`config.mk`:
```
export PLATFORM = sky130hd
export DESIGN_NAME = mem_stage
export DESIGN_NICKNAME = d
export VERILOG_FILES = /design/src/rtl/mem_stage.sv
export SDC_FILE = /design/constraint.sdc
export NUM_CORES = 1
export LEC_CHECK = 0
export ABC_AREA = 1
export CAP_MARGIN = 20
export CORE_AREA = 2 2 133 200
export DETAILED_ROUTE_END_ITERATION = 16
export DIE_AREA = 0 0 135 202
export MAX_ROUTING_LAYER = met4
export PLACE_DENSITY_LB_ADDON = 0.3
export SLEW_MARGIN = 20
export SYNTH_ARGS = -nofsm -noshare
export SYNTH_HDL_FRONTEND = slang
export SYNTH_SLANG_ARGS = --single-unit
```
`constraint.sdc`:
```
create_clock -name clk -period 7.1 [get_ports clk]
set_input_delay 1.42 -clock clk [delete_from_list [all_inputs] [get_ports clk]]
set_output_delay 1.42 -clock clk [all_outputs]
set_load 0.05 [all_outputs]
```
`src/rtl/mem_stage.sv`:
```
// Memory pipeline stage: buffers the execute result, runs one bus access per
// load/store with lane steering, load extension, alignment and timeout checks.
module mem_stage #(
    parameter int unsigned TIMEOUT = 255
) (
    input  logic        clk,
    input  logic        rst,
    input  logic        clk_en,
    input  logic        mem_req_in,
    input  logic        mem_we_in,
    input  logic [31:0] addr_in,
    input  logic [31:0] wdata_in,
    input  logic [31:0] inst_in,
    input  logic [29:0] ip_in,
    input  logic [2:0]  wb_lines_in,
    output logic        bus_req,
    output logic        bus_we,
    output logic [29:0] bus_addr,
    output logic [31:0] bus_wdata,
    output logic [3:0]  bus_be,
    input  logic        bus_ack,
    input  logic [31:0] bus_rdata,
    output logic        stall,
    output logic [31:0] wb_data,
    output logic [4:0]  rd_addr,
    output logic [2:0]  wb_lines_out,
    output logic [29:0] ip_out,
    output logic [31:0] inst_out,
    output logic        align_fault,
    output logic        bus_timeout
);

    typedef enum logic {IDLE, BUSY} state_t;

    localparam logic [7:0] LAST_CNT = 8'(TIMEOUT - 1);

    state_t      state_q, state_d;
    logic [31:0] addr_q, wdata_q, inst_q, load_q;
    logic [29:0] ip_q;
    logic [2:0]  wb_lines_q;
    logic        mem_req_q, mem_we_q;
    logic        align_fault_q, bus_timeout_q, load_done_q;
    logic [7:0]  cnt_q;

    logic        busy, capture, misalign_in, start, timeout_hit;
    logic [1:0]  in_size, size_q;
    logic [31:0] shifted, load_ext, lane_wdata;
    logic [3:0]  lane_be;

    assign in_size     = inst_in[13:12];
    assign misalign_in = (in_size == 2'd3)
                       || ((in_size == 2'd1) && addr_in[0])
                       || ((in_size == 2'd2) && (addr_in[1:0] != 2'b00));
    assign capture     = clk_en && (state_q == IDLE);
    assign start       = capture && mem_req_in && !misalign_in;
    assign timeout_hit = (cnt_q == LAST_CNT);

    always_ff @(posedge clk or posedge rst) begin
        if (rst) state_q <= IDLE;
        else     state_q <= state_d;
    end

    // An ack arriving together with the last allowed cycle still completes normally.
    always_comb begin
        state_d = state_q;
        case (state_q)
            IDLE: if (start) state_d = BUSY;
            BUSY: if (bus_ack || timeout_hit) state_d = IDLE;
            default: state_d = IDLE;
        endcase
    end

    always_comb begin
        busy    = (state_q == BUSY);
        bus_req = busy;
        stall   = busy;
    end

    always_ff @(posedge clk or posedge rst) begin
        if (rst) begin
            addr_q     <= '0;
            wdata_q    <= '0;
            inst_q     <= '0;
            ip_q       <= '0;
            wb_lines_q <= '0;
            mem_req_q  <= 1'b0;
            mem_we_q   <= 1'b0;
        end else if (capture) begin
            addr_q     <= addr_in;
            wdata_q    <= wdata_in;
            inst_q     <= inst_in;
            ip_q       <= ip_in;
            wb_lines_q <= wb_lines_in;
            mem_req_q  <= mem_req_in;
            mem_we_q   <= mem_we_in;
        end
    end

    always_ff @(posedge clk or posedge rst) begin
        if (rst) begin
            align_fault_q <= 1'b0;
            bus_timeout_q <= 1'b0;
            load_done_q   <= 1'b0;
            load_q        <= '0;
            cnt_q         <= '0;
        end else if (capture) begin
            align_fault_q <= mem_req_in && misalign_in;
            bus_timeout_q <= 1'b0;
            load_done_q   <= 1'b0;
            cnt_q         <= '0;
        end else if (busy) begin
            if (bus_ack) begin
                load_q      <= bus_rdata;
                load_done_q <= !mem_we_q;
            end else begin
                cnt_q <= cnt_q + 8'd1;
                if (timeout_hit) bus_timeout_q <= 1'b1;
            end
        end
    end

    assign size_q  = inst_q[13:12];
    assign shifted = load_q >> {addr_q[1:0], 3'b000};

    always_comb begin
        load_ext = load_q;
        case (size_q)
            2'd0: load_ext = inst_q[14] ? {24'd0, shifted[7:0]}
                                        : {{24{shifted[7]}}, shifted[7:0]};
            2'd1: load_ext = inst_q[14] ? {16'd0, shifted[15:0]}
                                        : {{16{shifted[15]}}, shifted[15:0]};
            default: load_ext = load_q;
        endcase
    end

    always_comb begin
        lane_wdata = '0;
        lane_be    = '0;
        case (size_q)
            2'd0: begin
                lane_wdata = {4{wdata_q[7:0]}};
                lane_be    = 4'b0001 << addr_q[1:0];
            end
            2'd1: begin
                lane_wdata = {2{wdata_q[15:0]}};
                lane_be    = addr_q[1] ? 4'b1100 : 4'b0011;
            end
            2'd2: begin
                lane_wdata = wdata_q;
                lane_be    = 4'b1111;
            end
            default: begin
                lane_wdata = '0;
                lane_be    = '0;
            end
        endcase
    end

    assign bus_addr  = addr_q[31:2];
    assign bus_we    = mem_we_q;
    assign bus_wdata = busy ? lane_wdata : 32'd0;
    assign bus_be    = busy ? lane_be : 4'd0;

    assign wb_data      = (mem_req_q && load_done_q) ? load_ext : addr_q;
    assign rd_addr      = inst_q[25:21];
    assign ip_out       = ip_q;
    assign inst_out     = inst_q;
    assign wb_lines_out = (align_fault_q || bus_timeout_q) ? 3'd0 : wb_lines_q;
    assign align_fault  = align_fault_q;
    assign bus_timeout  = bus_timeout_q;

endmodule

```
Word level (Yosys, flattened, before mapping)
Cells that the tools add are included.
Word-level totals
  bits in registers: 175
  latch bits: 0
  memory bits (writable): 0
  memory bits (read-only): 0
  output and inout bits: 173
  memories: 0
Operators by class
  add/sub/neg operators: 1
  $mul: 0
  divide/modulo/power cells: 0
  order comparisons: 0
  equality and inequality tests: 7
  shifts and indexed selects: 2
  multiplexer cells: 23
  bitwise operators: 2
  reductions and logical operators: 22
Operators with widths (count)
  $mux 32: 4
  $pmux 32 s3: 1
  $pmux 32 s2: 1
  $shr 32x5->16: 1
  $mux 8: 3
  $pmux 4 s3: 1
  $mux 1: 9
  $add 8x1->8 const B: 1
  $eq 8x8->1 const B: 1
  $mux 4: 2
  $reduce_bool 2->1: 4
  $logic_and 1x1->1: 7
  $eq 2x2->1 const B: 3
  $reduce_and 3->1: 2
  $eq 2x1->1 const B: 2
  $logic_or 1x1->1: 4
  $reduce_and 2->1: 2
  $shl 1x2->4 const A: 1
  $mux 3: 1
  $logic_not 1->1: 2
  $logic_not 2->1: 1
  $ne 2x1->1 const B: 1
  $not 1->1: 2
  $pmux 1 s2: 1

Depth between registers and ports, before layout
  depth after elaboration: 8
  gate-level depth with buffers: 11
  mapped depth without buffers: 9

Worst setup path before layout
OpenSTA, ideal clock, no wires.
  path type: reg-to-output
  from: reg inst_q[13] (netlist: inst_out[13])
  to: out wb_data[7]
  data arrival time: 2126 ps
  data required time: 5680 ps
  setup slack: 3554 ps
  cell stages (with the launch flop): 6
  buffers on the path: 3
  cells stage by stage: dfrtp_1 buf_2 buf_2 buf_2 a21oi_1 a21oi_1
Between the ends
  longest elaborated chain between the ends: 3
  elaborated cells between the ends (all ways): 4
  classes of those cells: 1 x eq/ne; 2 x mux; 1 x reduce/logical
RTL lines
  from (decl): RTL line 38  | logic [31:0] addr_q, wdata_q, inst_q, load_q;
  from (signal assigned): RTL line 91  | inst_q <= inst_in;
  $eq 2x1->1 or $logic_not 2->1 (tied branches): RTL line 127  | case (size_q)
  $pmux 32 s2 (*): RTL line 127
  $mux 32 (*): RTL line 164  | assign wb_data = (mem_req_q && load_done_q) ? load_ext : addr_q;
  to (decl): RTL line 24  | output logic [31:0] wb_data,
Every way passes the cells marked *; elsewhere a longest branch is shown, timed or not.

Worst setup path in the final report
  from: reg addr_q[0]
  to: out wb_data[13]
Between the ends
  longest elaborated chain between the ends: 4
  elaborated cells between the ends (all ways): 5
  classes of those cells: 1 x shift; 4 x mux
RTL lines
  from (decl): RTL line 38
  from (signal assigned): RTL line 89  | addr_q <= addr_in;
  $shr 32x5->16 (*): RTL line 123  | assign shifted = load_q >> {addr_q[1:0], 3'b000};
  $mux 32, on equally long branches: RTL line 130, 128
  $pmux 32 s2 (*): RTL line 127
  $mux 32 (*): RTL line 164
Marked as above.

==> out/metrics.csv <==
stage,metric,value,unit
power,power.total,3.57,mW
cts,post-cts-setup-buffer-count,0,
cells_and_area,final_common_cell,nand2_1,
floorplan,die_area,27300,sq um
sta,rsz0062_at_grt,no,
synthesis,ys_seq_area_share,49.8,%
sta,setup_tns,0,ps
sta,skew,11.8,ps
place,placed_cell_area,12100,sq um
synthesis,netlist_area,8790,sq um
routing,drc,0,
synthesis,synth_top_area_share,49.8,%
worst_setup_path,path_cells,"inv_4, nand2_1, nand2_1, nand2_1, nand2_1, nand2_1, nand2_4, nor2_1, nor2_1, clkdlybuf4s50_1",
sta,fmax,0.205,GHz
place,post-place-ws,2670,ps
job,cap_violations,0,
worst_setup_path,path_class,reg2out,
place,globalplace.congestion,0.968,
worst_setup_path,worstPathRequired,5680,ps
cts,cts_resized,0,
worst_setup_path,r2r-start,bus_req$_DFF_PP0_,
cells_and_area,fill_cells,2507,
cells_and_area,area_growth,44.1,%
floorplan,ios,340,
floorplan,rows,72,
cts,clk_latency,440,ps
global_route,grt_usage,23.0,%
place,dpl.hpwl,21900,microns
routing,drt_pre_antenna_iters,6,
worst_setup_path,r2r-end,align_fault$_DFFE_PP0P_,
cts,cts_buffers,17,
cts,cts-root-buf,clkbuf_16,
worst_setup_path,rrSetupSlack,4180,ps
cts,cts_tree,done,
synthesis,netlist_instances,1125,
floorplan,coreArea,25600,sq um
global_route,grt_pass1_wl,46700,microns
sta,worstMarginPinSlew,1010,ps
floorplan,fp.dieW,135,microns
cts,clkTransAtPathRegs,70,ps
place,io_buffers,339,
synthesis,ys.warnings.count,0,
hold_path,hold_path_end,ip_out[23]$_DFFE_PP0P_,
hold_path,hold_start,ip_out[23]$_DFFE_PP0P_,
hold_path,hp-class,reg2reg,
worst_setup_path,crit_arrival,3470,ps
global_route,grt_antenna_before_repair,6,
synthesis,syn_area_per_cell,7.81,sq um
synthesis,yosys.area.top_type,dfrtp_1,
routing,viasPerCell,4.75,
sta,final_hold_viol_count,0,
cts,htreeDepth,4,
global_route,grt_max_degree,106,
routing,wl_per_cell,17.1,microns
sta,setup_ws,2210,ps
sta,setup_viol,0,
worst_setup_path,cp_slowest_cell,clkdlybuf4s50_1,
routing,initialDrtViolationCount,600,
cells_and_area,utilization,49.5,%
power,p_per_area,282,nW/um^2
sta,finalCritPeriodShare,68.9,%
worst_setup_path,crit_fanout,20,
synthesis,synth_area_leaders,"dfrtp_1 50%, nand2_1 22%, a21oi_1 3.4%",
global_route,grt.overflow.total,0,
synthesis,async_reset_ff_share,100,%
sta,slew_headroom,32.2,%
cells_and_area,fin_nets,1564,
power,power_leakage,6.08,nW
worst_setup_path,crit_top_cell,nand2_1,
worst_setup_path,r2r_cells,5,
synthesis,synthFlopType,dfrtp_1,
worst_setup_path,startpoint,addr_q[0]$_DFFE_PP0P_,
sta,layout_min_cycle_time,4890,ps
run_status,status,finished clean,
synthesis,synth_edf_count,0,
cells_and_area,final_area,12700,sq um
cts,numClockSinks,175,
cts,clock_path_buffers,2,
global_route,grt_pass1_vias,8437,
routing,antenna_left,0,
power,ir_worst_vdd,0.000177,V
hold_path,hold-path-cell-count,2,
cells_and_area,layout_common_cells,"521 x nand2_1, 339 x clkdlybuf4s50_1, 175 x dfrtp_1, 61 x inv_1, 59 x a21oi_1",
synthesis,synth_nets,1294,
cts,ctsHoldBuffers,0,
worst_setup_path,startpoint_type,register,
sta,drv_slew,0,
cells_and_area,drive_above_1_share,7.18,%
floorplan,die_y,202,microns
routing,vias,8295,
worst_setup_path,crit_path_end_kind,primary output,
routing,wirelength,29900,microns
worst_setup_path,max_stage_delay,800,ps
floorplan,start_util,34.3,%
synthesis,synthDistinctLibCells,33,
synthesis,ys_ff_latch,175,
==> layer usage <==
| layer | vias up | wire length [microns] | GRT usage (%) |
|---|---|---|---|
| met1 | 3911 | 11200 | 25.2 |
| met3 | 72 | 1550 | 4.44 |
| met2 | 309 | 15700 | 39.1 |
| met5 | - | 0 | - |
| met4 | 0 | 1430 | 12.1 |
| li1 | 4003 | - | - |
==> through the flow <==
stage                     hold WS, ps  cells
final                             468   1747
after global routing              497   1746
after CTS                         474   1740
after detailed placement          458   1709
after global placement            453   1709
after floorplan                   442   1125
==> layout make-up <==
cell class	count	area (sq um)	share of cell area (%)
sequential	175	4380	34.6
multi-input combinational	786	3560	28.1
timing repair buffer	345	3440	27.1
clock buffer	20	437	3.45
tap	333	417	3.29
inverter	70	275	2.17
clock inverter	11	143	1.13
antenna	7	17.5	0.138
==> state kept, by name (all words and copies together) (netlist names) <==
signal	count
load_done_q	1
ip_out	30
cnt_q	8
mem_req_q	1
wdata_q	32
bus_req	1
wb_lines_q	3
align_fault	1
bus_we	1
inst_out	32
addr_q	32
bus_timeout	1
load_q	32
==> how the worst max path moves through the flow <==
stage | endpoint | slack (ps) | cells after the start
after floorplan | addr_q[0]$_DFFE_PP0P_ | 930 | 1
after global placement | wb_data[13] | 2770 | 10
after detailed placement | wb_data[13] | 2670 | 10
after CTS | wb_data[13] | 2180 | 10
after global routing | wb_data[9] | 1910 | 10
final | wb_data[13] | 2210 | 10
==> cells in the mapped netlist (all sizes together), types with 2 or more instances <==
| master | count |
|---|---|
| nand4 | 3 |
| dfrtp | 175 |
| buf | 76 |
| clkbuf | 18 |
| o21ai | 25 |
| a21oi | 59 |
| or2 | 16 |
| nand3 | 57 |
| inv | 69 |
| mux2 | 25 |
| o22ai | 3 |
| ha | 2 |
| o31ai | 2 |
| o211ai | 7 |
| nor3 | 3 |
| nand2 | 523 |
| nor2 | 59 |
==> worst max-delay path: cells and delay by family, from the launching register on <==
kind,cells,cell delay (ps)
DFF,1,630
and+or+nand+nor,8,1340
buffers and inverters,2,1060
==> where the power goes <==
part           internal (mW)  leakage (nW)  switching [mW]  total (mW)
Clock                  0.550         0.280           0.397       0.947
Combinational          0.454          3.66           0.848        1.30
Sequential              1.16          2.14           0.156        1.32
==> cell families (layout without fill, tap and decap cells) <==
group / after synthesis / in the layout / synth area share, %
AO/OA/AOI/OAI: 98 / 98 / 5.92
adder cells (fa/ha/maj): 2 / 2 / 0.285
buffers and inverters: 164 / 446 / 9.77
flip-flops: 175 / 175 / 49.8
multiplexers: 25 / 25 / 3.20
other: 0 / 7 / 0
AND/OR/NAND/NOR: 661 / 661 / 31.0
(Power assumes the default switching activity.)
==> edit 1: new RTL, same settings <==
Change the parameter `TIMEOUT` from 255 to 191.
--- a/src/rtl/mem_stage.sv
+++ b/src/rtl/mem_stage.sv
@@ -3,3 +3,3 @@
 module mem_stage #(
-    parameter int unsigned TIMEOUT = 255
+    parameter int unsigned TIMEOUT = 191
 ) (
Function: no difference found for any inputs over 4 cycles, from zero or initial values and one cycle with rst high; that may be too few to reach the edited logic, so the function may still have changed.
==> edit 1 against the original RTL <==
Synthesized area about the same; routed wire length down 1.9%; setup slack better by 0.038 ns; cell count down 0.29%; design area about the same; largest cell class unchanged; combinational power about the same; clock skew down 0.0044 ns; sequential power about the same; total power up 0.35%; sequential cell count unchanged; highest routed layer unchanged; largest power group unchanged; die area unchanged.
==> edit 1: results (changes against the original RTL) <==
skew_ns: 0.00735  # -0.00441 ns
synth_fa_ha_area_frac: 0.00285  # about the same
routed_wl_um: 29300  # -1.9%
synthTopCellsByCount: "522 x nand2_1, 175 x dfrtp_1, 63 x inv_1, 59 x a21oi_1, 54 x nor2_1"
synth-async-reset-ratio: 1.00  # unchanged
grt_max_degree: 122  # +15%
dpl_cell_area_sq_um: 12100  # about the same
status: "finished clean"
drive_gt1_frac: 0.0717  # about the same
routed-via-count: 8196  # -1.2%
track_usage: 0.221  # -0.00827
grtUsageMet3: 0.0474  # +0.00301
syn_inst: 1126  # +0.089%
dr_wl_met3_um: 1640  # +5.7%
dp_slack_ns: 2.51  # -0.162 ns
rr_worst_depth: 5  # unchanged
avgRoutedWirePerCell_um: 16.8  # -1.6%
syn_nets: 1295  # +0.077%
synth_top_cell_by_area: "dfrtp_1"
holdWs_ns: 0.468  # -0.000397 ns
synth_mux_area_frac: 0.0320  # about the same
wl_met1_um: 11200  # -0.32%
grt_pass1_vias: 8117  # -3.8%
power.density_nw_per_um2: 283  # +0.45%
r2r_slack_ns: 4.66  # +0.48 ns
peakVddDrop_mv: 0.167  # -5.3%
met2WireLength_um: 15500  # -1.1%
grt_pass1_wl_um: 44900  # -3.8%
use_met1: 0.246  # -0.00560
dp_hpwl_um: 21000  # -3.8%
nNetsFinal: 1565  # +0.064%
synth_compound_area_frac: 0.0592  # about the same
synth.area.top_cells: "dfrtp_1 50%, nand2_1 22%, a21oi_1 3.4%"
dp_cells: 1710  # +0.059%
grtUsageMet2: 0.383  # -0.00834
cp_data_arrival_time_ns: 3.43  # -0.04 ns
fill_cells: 2541  # +1.4%
min_period_ns: 4.85  # -0.0382 ns
drt_pass1_iterations: 5  # -1
yosysMostFrequentCell: "nand2_1"
worst_pin_slew_ns: 1.04  # +0.0204 ns
crit_end: "wb_data[11]"
power.leakage_nw: 6.08  # about the same
worst_hold_path.endpoint: "ip_out[3]"
antenna_found_initial: 1  # -5
place_congestion: 0.916  # -5.4%
drtIter0Drc: 467  # -22%
-- edit 1: cell count changes after synthesis, sizes merged --
cell | before | now
inv | 69 | 70
nand3 | 57 | 58
nand4 | 3 | 2
-- edit 1: where the power goes --
| group | switching [W] | leakage (nW) | internal, W |
|---|---|---|---|
| Sequential | 0.000157 | 2.14 | 0.00116 |
| Clock | 0.000408 | 0.270 | 0.000552 |
| Combinational | 0.000845 | 3.67 | 0.000454 |
-- edit 1: final cells by class --
type                    instances  share of cell area
inverters                      71              0.0221
flip-flops and latches        175               0.346
repair buffers                345               0.272
multi-input cells             786               0.281
well taps                     333              0.0329
clock buffers                  21              0.0348
diodes                          1            0.000198
clock inverters                10              0.0110
-- edit 1: worst reg2reg max path: cells and delay by family (launching register included) --
family,cells,cell delay [ns]
AOI/OAI and AO/OA,1,0.20
DFF,1,0.38
buffers and inverters,2,1.07
and+or+nand+nor,2,0.72
==> edit 2: new RTL, config.mk and constraints unchanged <==
Made on the original files. Reset style: synchronous (`rst`), changed in 3 clocked blocks.
--- a/src/rtl/mem_stage.sv
+++ b/src/rtl/mem_stage.sv
@@ -57,3 +57,3 @@
 
-    always_ff @(posedge clk or posedge rst) begin
+    always_ff @(posedge clk) begin
         if (rst) state_q <= IDLE;
@@ -78,3 +78,3 @@
 
-    always_ff @(posedge clk or posedge rst) begin
+    always_ff @(posedge clk) begin
         if (rst) begin
@@ -98,3 +98,3 @@
 
-    always_ff @(posedge clk or posedge rst) begin
+    always_ff @(posedge clk) begin
         if (rst) begin
Behaviour: differs if rst is asserted again (counterexample within 4 cycles, from zero or initial values and one cycle with rst high); with rst held inactive, the same outputs for 4 cycles.
==> edit 2 against the original RTL <==
Sequential cell count did not move; core utilization shrank 2.7 points; setup slack improved by 0.031 ns; routed wire length increased by 0.72%; sequential share of layout area shrank 5.3 points; synthesized area down 7.6%; combinational power shrank 50%; design area decreased by 5.5%; via count grew 3.4%; die area did not move; clock skew is 0.0012 ns lower; count of clock-buffer cells in the layout is 4 higher; critical path depth shrank 4; total power decreased by 24%; critical endpoint is now wb_data[26].
==> edit 2: results (changes against the original RTL) <==
synth_cell_types: 27  # -18%
relSlewSlack: 0.308  # -0.0134
dp_hpwl_um: 22200  # +1.7%
drtIter0Drc: 498  # -17%
yosysSeqAreaShare: 0.431  # -0.0669
routed_wl_um: 30100  # +0.72%
grt_max_degree: 95  # -10%
skew_ns: 0.0106  # -0.00120 ns
viasPerCell: 4.77  # +0.43%
cp_data_arrival_time_ns: 3.44  # -0.03 ns
synth_fa_ha_area_frac: 0.00308  # +0.000234
syn_nets: 1368  # +5.7%
place_congestion: 1.01  # +4.2%
peakVddDrop_mv: 0.162  # -8.3%
status: "finished clean"
reg2reg_from: "bus_req"
synth_compound_area_frac: 0.155  # +0.0956
reg2reg_to: "cnt_q[0]"
grt_pass1_wl_um: 46200  # -1.2%
crit_end: "wb_data[26]"
antenna_found_initial: 1  # -5
synthTopCellsByCount: "344 x nor2_1, 175 x dfxtp_1, 169 x o21ai_0, 166 x nand2_1, 78 x a21oi_1"
rr_worst_depth: 7  # +2
cp_slowest_cell: "inv_1"
worst_path_largest_cell_delay_ns: 0.72  # -0.08 ns
r2r_slack_ns: 3.59  # -0.59 ns
drt_pass1_iterations: 5  # -1
critPathLaunch: "load_done_q"
cts_resized: 0  # unchanged
power.leakage_nw: 4.86  # -20%
dp_slack_ns: 2.72  # +0.0481 ns
synth-async-reset-ratio: 0  # -1.00
synthFlopType: "dfxtp_1"
synth_mux_area_frac: 0  # -0.0320
[edit 2: cell type report]
class	count	area, sq um
clock inverters	7	100
repair buffers	345	3440
flip-flops and latches	175	3500
inverters	60	230
diodes	1	2.50
multi-input cells	854	3780
fillers	2658	13600
clock buffers	24	502
well taps	333	417
[edit 2: where the power goes]
part           switching (W)  internal [W]
Clock               0.000396      0.000566
Combinational       0.000409      0.000245
Sequential         0.0000530       0.00105
[edit 2: worst min path at each step]
| stage | from | endpoint | cells after the start |
|---|---|---|---|
| final | wb_lines_q[1] | wb_lines_q[1] | 2 |
| after global routing | wb_lines_q[0] | wb_lines_q[0] | 2 |
| after CTS | wb_lines_q[1] | wb_lines_q[1] | 2 |
| after detailed placement | wb_lines_q[1] | wb_lines_q[1] | 2 |
| after global placement | mem_req_q | mem_req_q | 2 |
| after floorplan | mem_req_q | mem_req_q | 2 |
[edit 2: cell families after synthesis]
family	count (synthesis)
flip-flops	175
buffers and inverters	170
adder cells (fa/ha/maj)	2
AO/OA/AOI/OAI	250
AND/OR/NAND/NOR	602
[edit 2: critical path: cells and delay by family (launching register included)]
kind	cells	cell delay, ns
buf+inv	3	1.47
flops	1	0.31
simple gates	3	1.22
[edit 2: through the flow]
stage	util	instance area, sq um	instances
after CTS	0.468	12000	1798
after global routing	0.468	12000	1799
after detailed placement	0.444	11400	1767
final	0.468	12000	1799
after global placement	0.444	11400	1767
after floorplan	-	8120	1199
[edit 2: routing by layer]
| layer | routed length [um] | vias to the layer above | track usage |
|---|---|---|---|
| met3 | 1610 | 89 | 0.0484 |
| met4 | 1800 | 0 | 0.137 |
| met2 | 15600 | 309 | 0.394 |
| li1 | - | 4287 | - |
| met5 | 0 | - | - |
| met1 | 11100 | 3894 | 0.228 |
